File: config.mk
export PLATFORM = sky130hd
export DESIGN_NAME = uart_tx_arbiter
export DESIGN_NICKNAME = d
export VERILOG_FILES = /design/src/rtl/uart_tx_arbiter_pkg.sv /design/src/rtl/uart_tx_arbiter_rr.sv /design/src/rtl/uart_tx_arbiter.sv
export SDC_FILE = /design/constraint.sdc
export NUM_CORES = 1
export LEC_CHECK = 0
export CORE_MARGIN = 2
export CORE_UTILIZATION = 40
export DETAILED_ROUTE_END_ITERATION = 6
export DONT_BUFFER_PORTS = 1
export PLACE_DENSITY = 0.51
export SLEW_MARGIN = 20
export SYNTH_ARGS = -nofsm -noshare
export SYNTH_HDL_FRONTEND = slang
export SYNTH_SLANG_ARGS = --single-unit
File: constraint.sdc
create_clock -name tx_clk -period 3.8 [get_ports tx_clk]
set_clock_uncertainty 0.05 [all_clocks]
set_input_delay 0.38 -clock tx_clk [delete_from_list [all_inputs] [get_ports tx_clk]]
set_output_delay 0.38 -clock tx_clk [all_outputs]
set_load 0.005 [all_outputs]
File: src/rtl/uart_tx_arbiter_pkg.sv
// Shared types and helpers for the uart_tx byte arbiter and its round-robin picker.
package uart_tx_arbiter_pkg;

   typedef enum logic [2:0] {
      S_IDLE      = 3'd0,
      S_START     = 3'd1,
      S_WAIT_BUSY = 3'd2,
      S_WAIT_DONE = 3'd3,
      S_GAP       = 3'd4
   } arb_state_e;

   function automatic int max_int(input int a, input int b);
      return (a > b) ? a : b;
   endfunction

endpackage

File: src/rtl/uart_tx_arbiter_rr.sv
// Combinational round-robin picker: first valid index at or after ptr, wrapping.
module rr_arbiter #(
   parameter int N_REQ = 4,
   parameter int IDX_W = 2
) (
   input  logic [N_REQ-1:0] valid,
   input  logic [IDX_W-1:0] ptr,
   output logic [N_REQ-1:0] winner,
   output logic [IDX_W-1:0] winner_idx,
   output logic             any_valid
);

   int   cand;
   logic found;

   always_comb begin
      winner     = '0;
      winner_idx = '0;
      found      = 1'b0;
      cand       = 0;
      for (int k = 0; k < N_REQ; k++) begin
         cand = int'(ptr) + k;
         if (cand >= N_REQ) cand = cand - N_REQ;
         if (!found && valid[IDX_W'(cand)]) begin
            found                     = 1'b1;
            winner[IDX_W'(cand)]      = 1'b1;
            winner_idx                = IDX_W'(cand);
         end
      end
   end

   assign any_valid = |valid;

endmodule

File: src/rtl/uart_tx_arbiter.sv
// Shares one uart_tx serializer between N_REQ byte requesters: round-robin pick,
// one-cycle start strobe, busy tracking with timeout, then an idle gap.
module uart_tx_arbiter
   import uart_tx_arbiter_pkg::*;
#(
   parameter int N_REQ        = 4,
   parameter int DATA_W       = 8,
   parameter int GAP_CYCLES   = 2,
   parameter int BUSY_TIMEOUT = 16
) (
   input  logic                      tx_clk,
   input  logic                      rst,
   input  logic [N_REQ-1:0]          req_valid,
   input  logic [N_REQ*DATA_W-1:0]   req_data,
   output logic [N_REQ-1:0]          req_ready,
   output logic [N_REQ-1:0]          grant,
   output logic [DATA_W-1:0]         tx_data,
   output logic                      tx_start,
   input  logic                      tx_busy,
   output logic                      timeout_err,
   output logic                      active
);

   localparam int IDX_W = (N_REQ > 1) ? $clog2(N_REQ) : 1;
   localparam int CNT_W = $clog2(max_int(BUSY_TIMEOUT, GAP_CYCLES) + 1);
   localparam logic [CNT_W-1:0] CNT_MAX  = '1;
   localparam logic [CNT_W-1:0] TO_LAST  = CNT_W'(BUSY_TIMEOUT - 1);
   localparam logic [CNT_W-1:0] GAP_LAST = CNT_W'((GAP_CYCLES > 0) ? GAP_CYCLES - 1 : 0);

   arb_state_e        state;
   logic [IDX_W-1:0]  ptr;
   logic [CNT_W-1:0]  cnt;
   logic [CNT_W-1:0]  cnt_inc;
   logic [N_REQ-1:0]  win_onehot;
   logic [IDX_W-1:0]  win_idx;
   logic [IDX_W-1:0]  next_ptr;
   logic              any_valid;

   rr_arbiter #(
      .N_REQ (N_REQ),
      .IDX_W (IDX_W)
   ) u_rr (
      .valid      (req_valid),
      .ptr        (ptr),
      .winner     (win_onehot),
      .winner_idx (win_idx),
      .any_valid  (any_valid)
   );

   // Ready is only offered while idle and out of reset, so a held byte is never lost.
   assign req_ready = (state == S_IDLE && !rst) ? win_onehot : '0;
   assign active    = (state != S_IDLE);
   assign cnt_inc   = (cnt == CNT_MAX) ? cnt : cnt + 1'b1;
   assign next_ptr  = (win_idx == IDX_W'(N_REQ - 1)) ? '0 : win_idx + 1'b1;

   always_ff @(posedge tx_clk or posedge rst) begin
      if (rst) begin
         state       <= S_IDLE;
         ptr         <= '0;
         cnt         <= '0;
         grant       <= '0;
         tx_data     <= '0;
         tx_start    <= 1'b0;
         timeout_err <= 1'b0;
      end else begin
         tx_start    <= 1'b0;
         timeout_err <= 1'b0;
         case (state)
            S_IDLE: begin
               if (any_valid) begin
                  tx_data  <= req_data[int'(win_idx)*DATA_W +: DATA_W];
                  grant    <= win_onehot;
                  ptr      <= next_ptr;
                  cnt      <= '0;
                  tx_start <= 1'b1;
                  state    <= S_START;
               end
            end
            S_START: begin
               cnt   <= cnt_inc;
               state <= S_WAIT_BUSY;
            end
            // The timeout counter runs from the start strobe, so the pulse lands BUSY_TIMEOUT cycles after it.
            S_WAIT_BUSY: begin
               if (tx_busy) begin
                  state <= S_WAIT_DONE;
               end else if (cnt >= TO_LAST) begin
                  timeout_err <= 1'b1;
                  cnt         <= '0;
                  if (GAP_CYCLES > 0) begin
                     state <= S_GAP;
                  end else begin
                     state <= S_IDLE;
                     grant <= '0;
                  end
               end else begin
                  cnt <= cnt_inc;
               end
            end
            S_WAIT_DONE: begin
               if (!tx_busy) begin
                  cnt <= '0;
                  if (GAP_CYCLES > 0) begin
                     state <= S_GAP;
                  end else begin
                     state <= S_IDLE;
                     grant <= '0;
                  end
               end
            end
            S_GAP: begin
               if (cnt >= GAP_LAST) begin
                  state <= S_IDLE;
                  grant <= '0;
               end else begin
                  cnt <= cnt_inc;
               end
            end
            default: begin
               state <= S_IDLE;
               grant <= '0;
            end
         endcase
      end
   end

endmodule

==> metrics.txt <==
setup_tns 0 ns; share of cells above drive strength 1 0.08219; clock network power share 0.130; Routability Congestion 0.8312; peak supply drop 0.3747 mV; HP Class input port to register; status finished, final reports clean; DP Wirelength 3247 µm; period utilization 0.7935; Syn Nets 276; Crit. End Element output port; WHS 0.1189 ns; #FFs+latches synth 24; first-pass GRT wire length 7134 µm; Worst slew margin 0.4543; Internal 0.9483 mW; Vias 1624; drt total wl 4312 µm; Synth Flop Type dfrtp_1; CTS Root Cell clkbuf_8; Die W 73.88 µm; clock buffer count from CTS 3; FP Rows 25; 1st-pass router iterations 4; initial antenna violation count 0; syn avg cell area 8.604 µm²; FFs w/ async S/R, synth 1.000; kind of critical path register to output port; vias in the first global route 1520; Worst Path Max Fanout 9; mapped cell area 1953 µm²; Hold Fails Final Rpt 0; sequential power share 0.274; FMAX 0.3316 GHz; Seq/Total Area, Yosys 0.3075; placed cells 281; initial DRC count 56; Netlist cell types 49; die height 73.88 µm; Max Slew Vio Count 0; core area 4723 µm²; crit-path max cell delay 0.53 ns; unrepaired setup endpoints after global routing no; Max Cap Viol 0; critical-path cell list inv_1 -> ha_1 -> mux4_2 -> a22oi_1 -> nor2_1 -> a221oi_1 -> nor2_1; Static Leakage 0.9413 nW; GRT Overall Usage 0.1661; Post-CTS Resized 0; Setup crit start kind register; CP top delay family flip-flops; Critical Path RT 3.37 ns; Post-synth EDFFs 0; largest net degree at the start of global routing 26; Port Buffers 0; remaining antenna violation count 0; most frequent cells in the layout dfrtp_1 (24), inv_1 (21), nand2_1 (20), mux2i_1 (20), nor3_1 (16); maximum clock path buffer count 2; initial core utilization 0.4135; Post-route DRC 0; drt wl/cell 15.08 µm; grt ovf 0; non-filler cells, final 286; final setup vio count 0; Area growth syn-to-layout 4.612%; CTS tree done; NetSw 0.8055 mW; worst path buffer plus inverter count 1; synthesized instance count 227; slowest CP cell dfrtp_1; Worst EP arrival 2.59 ns; Fill cells 473; fin area 2043 µm²; Ports 58; worst slew pin tran 0.8185 ns; clock sink count 24; final net count 269; Tot Pwr 1.754 mW; warnings from Yosys 0; utilization after layout 0.4326; Final min period 3.015 ns; pwr dens 858.3 nW/µm²; Worst path most repeated cell nor2_1; Skew-Pair Late Insertion Delay 0.27 ns; pre-CTS WS 0.9792 ns; most common cell after layout, fill and taps aside dfrtp_1; CTS clock-pin slew for the worst setup and hold paths 0.09 ns; routed vias/inst 5.678; sw frac 0.4593; H-tree levels 1; Area after DPL 1962 µm²; Setup WS post-layout 0.7848 ns; combinational power share 0.596; die area 5458 µm²; Diodes inserted 0
## synthesized netlist by cell type (all sizes together) (2+ instances only)
cell    count  share of area
or3         3         0.0096
o21ai      15          0.044
inv        21          0.040
buf         8          0.036
ha         10          0.064
a21oi       8          0.021
dfrtp      24           0.31
a221oi      4          0.018
nor3       16          0.041
mux2        2          0.013
nand3       2         0.0051
a311oi      2         0.0090
a22oi       2         0.0077
nand3b      2         0.0077
mux2i      21           0.11
mux4        2          0.023
nand2b      5          0.016
nand4       3         0.0096
nand2      20          0.038
clkbuf      9          0.018
nor4        3         0.0096
nor2       15          0.029
a211oi      3          0.012
o21a        2         0.0077
xnor2       2         0.0090
o211ai      7          0.027
## logic make-up after synthesis
group	Yosys count	share of synthesized area
simple gates	75	0.1909
flops	24	0.3075
buf+inv	38	0.09417
fa+ha+maj	10	0.06406
mux	25	0.1461
compound gates	53	0.1883
xor+xnor	2	0.008970
## per-layer routing
layer / routed length (µm) / vias up / global-route usage
li1: - / 793 / -
met1: 1999 / 765 / 0.2186
met2: 1959 / 64 / 0.2698
met3: 334 / 2 / 0.04801
met4: 19 / 0 / 0.03636
met5: 0 / - / 0
## layout make-up
| cell class | instances | area, µm² | area share |
|---|---|---|---|
| inverters | 21 | 78.83 | 0.03858 |
| flip-flops and latches | 24 | 600.6 | 0.2939 |
| clock inverters | 1 | 30.03 | 0.01470 |
| multi-input cells | 165 | 1169 | 0.5720 |
| clock buffers | 3 | 41.29 | 0.02021 |
| repair buffers | 5 | 40.04 | 0.01960 |
| well taps | 67 | 83.83 | 0.04103 |
## registers in the layout, indices dropped and copies added (netlist names)
register,cells
timeout_err,1
tx_start,1
state,3
grant,4
cnt,5
ptr,2
tx_data,8
## worst reg2reg max path: stages, from the launching register on
cell and delay [ns]:
dfrtp_1 0.53, inv_1 0.22, ha_1 0.46, a211oi_1 0.12, o21ai_2 0.68, nand2_1 0.39, o211ai_1 0.27
## power by group through the flow
stage | Sequential (mW) | Clock (mW) | Combinational [mW]
floorplan | 0.433 | 0 | 0.974
global placement | 0.482 | 0 | 1.02
detailed placement | 0.484 | 0 | 1.05
CTS | 0.481 | 0.233 | 1.06
global route | 0.498 | 0.246 | 1.17
finish | 0.481 | 0.228 | 1.04
## path summary, 6_finish.rpt
check                      slack (ns)  cells after the start                 start                     end
max reg2reg                      1.00                      6    ptr[1]$_DFFE_PP0P_  tx_data[3]$_DFFE_PP0P_
min reg2reg                      0.47                      2  grant[1]$_DFFE_PP0P_    grant[1]$_DFFE_PP0P_
min                              0.12                      1               tx_busy   timeout_err$_DFF_PP0_
max                              0.78                      7    ptr[1]$_DFFE_PP0P_            req_ready[1]
max in group asynchronous        2.89                      3                   rst    grant[0]$_DFFE_PP0P_
min in group asynchronous        0.55                      3                   rst  tx_data[5]$_DFFE_PP0P_
## what timing repair did
action                    CTS  global route
hold buffers                1             0
hold endpoints to repair    4             0
setup buffers               0             0
No activity file was read; power rests on OpenSTA's default activity.
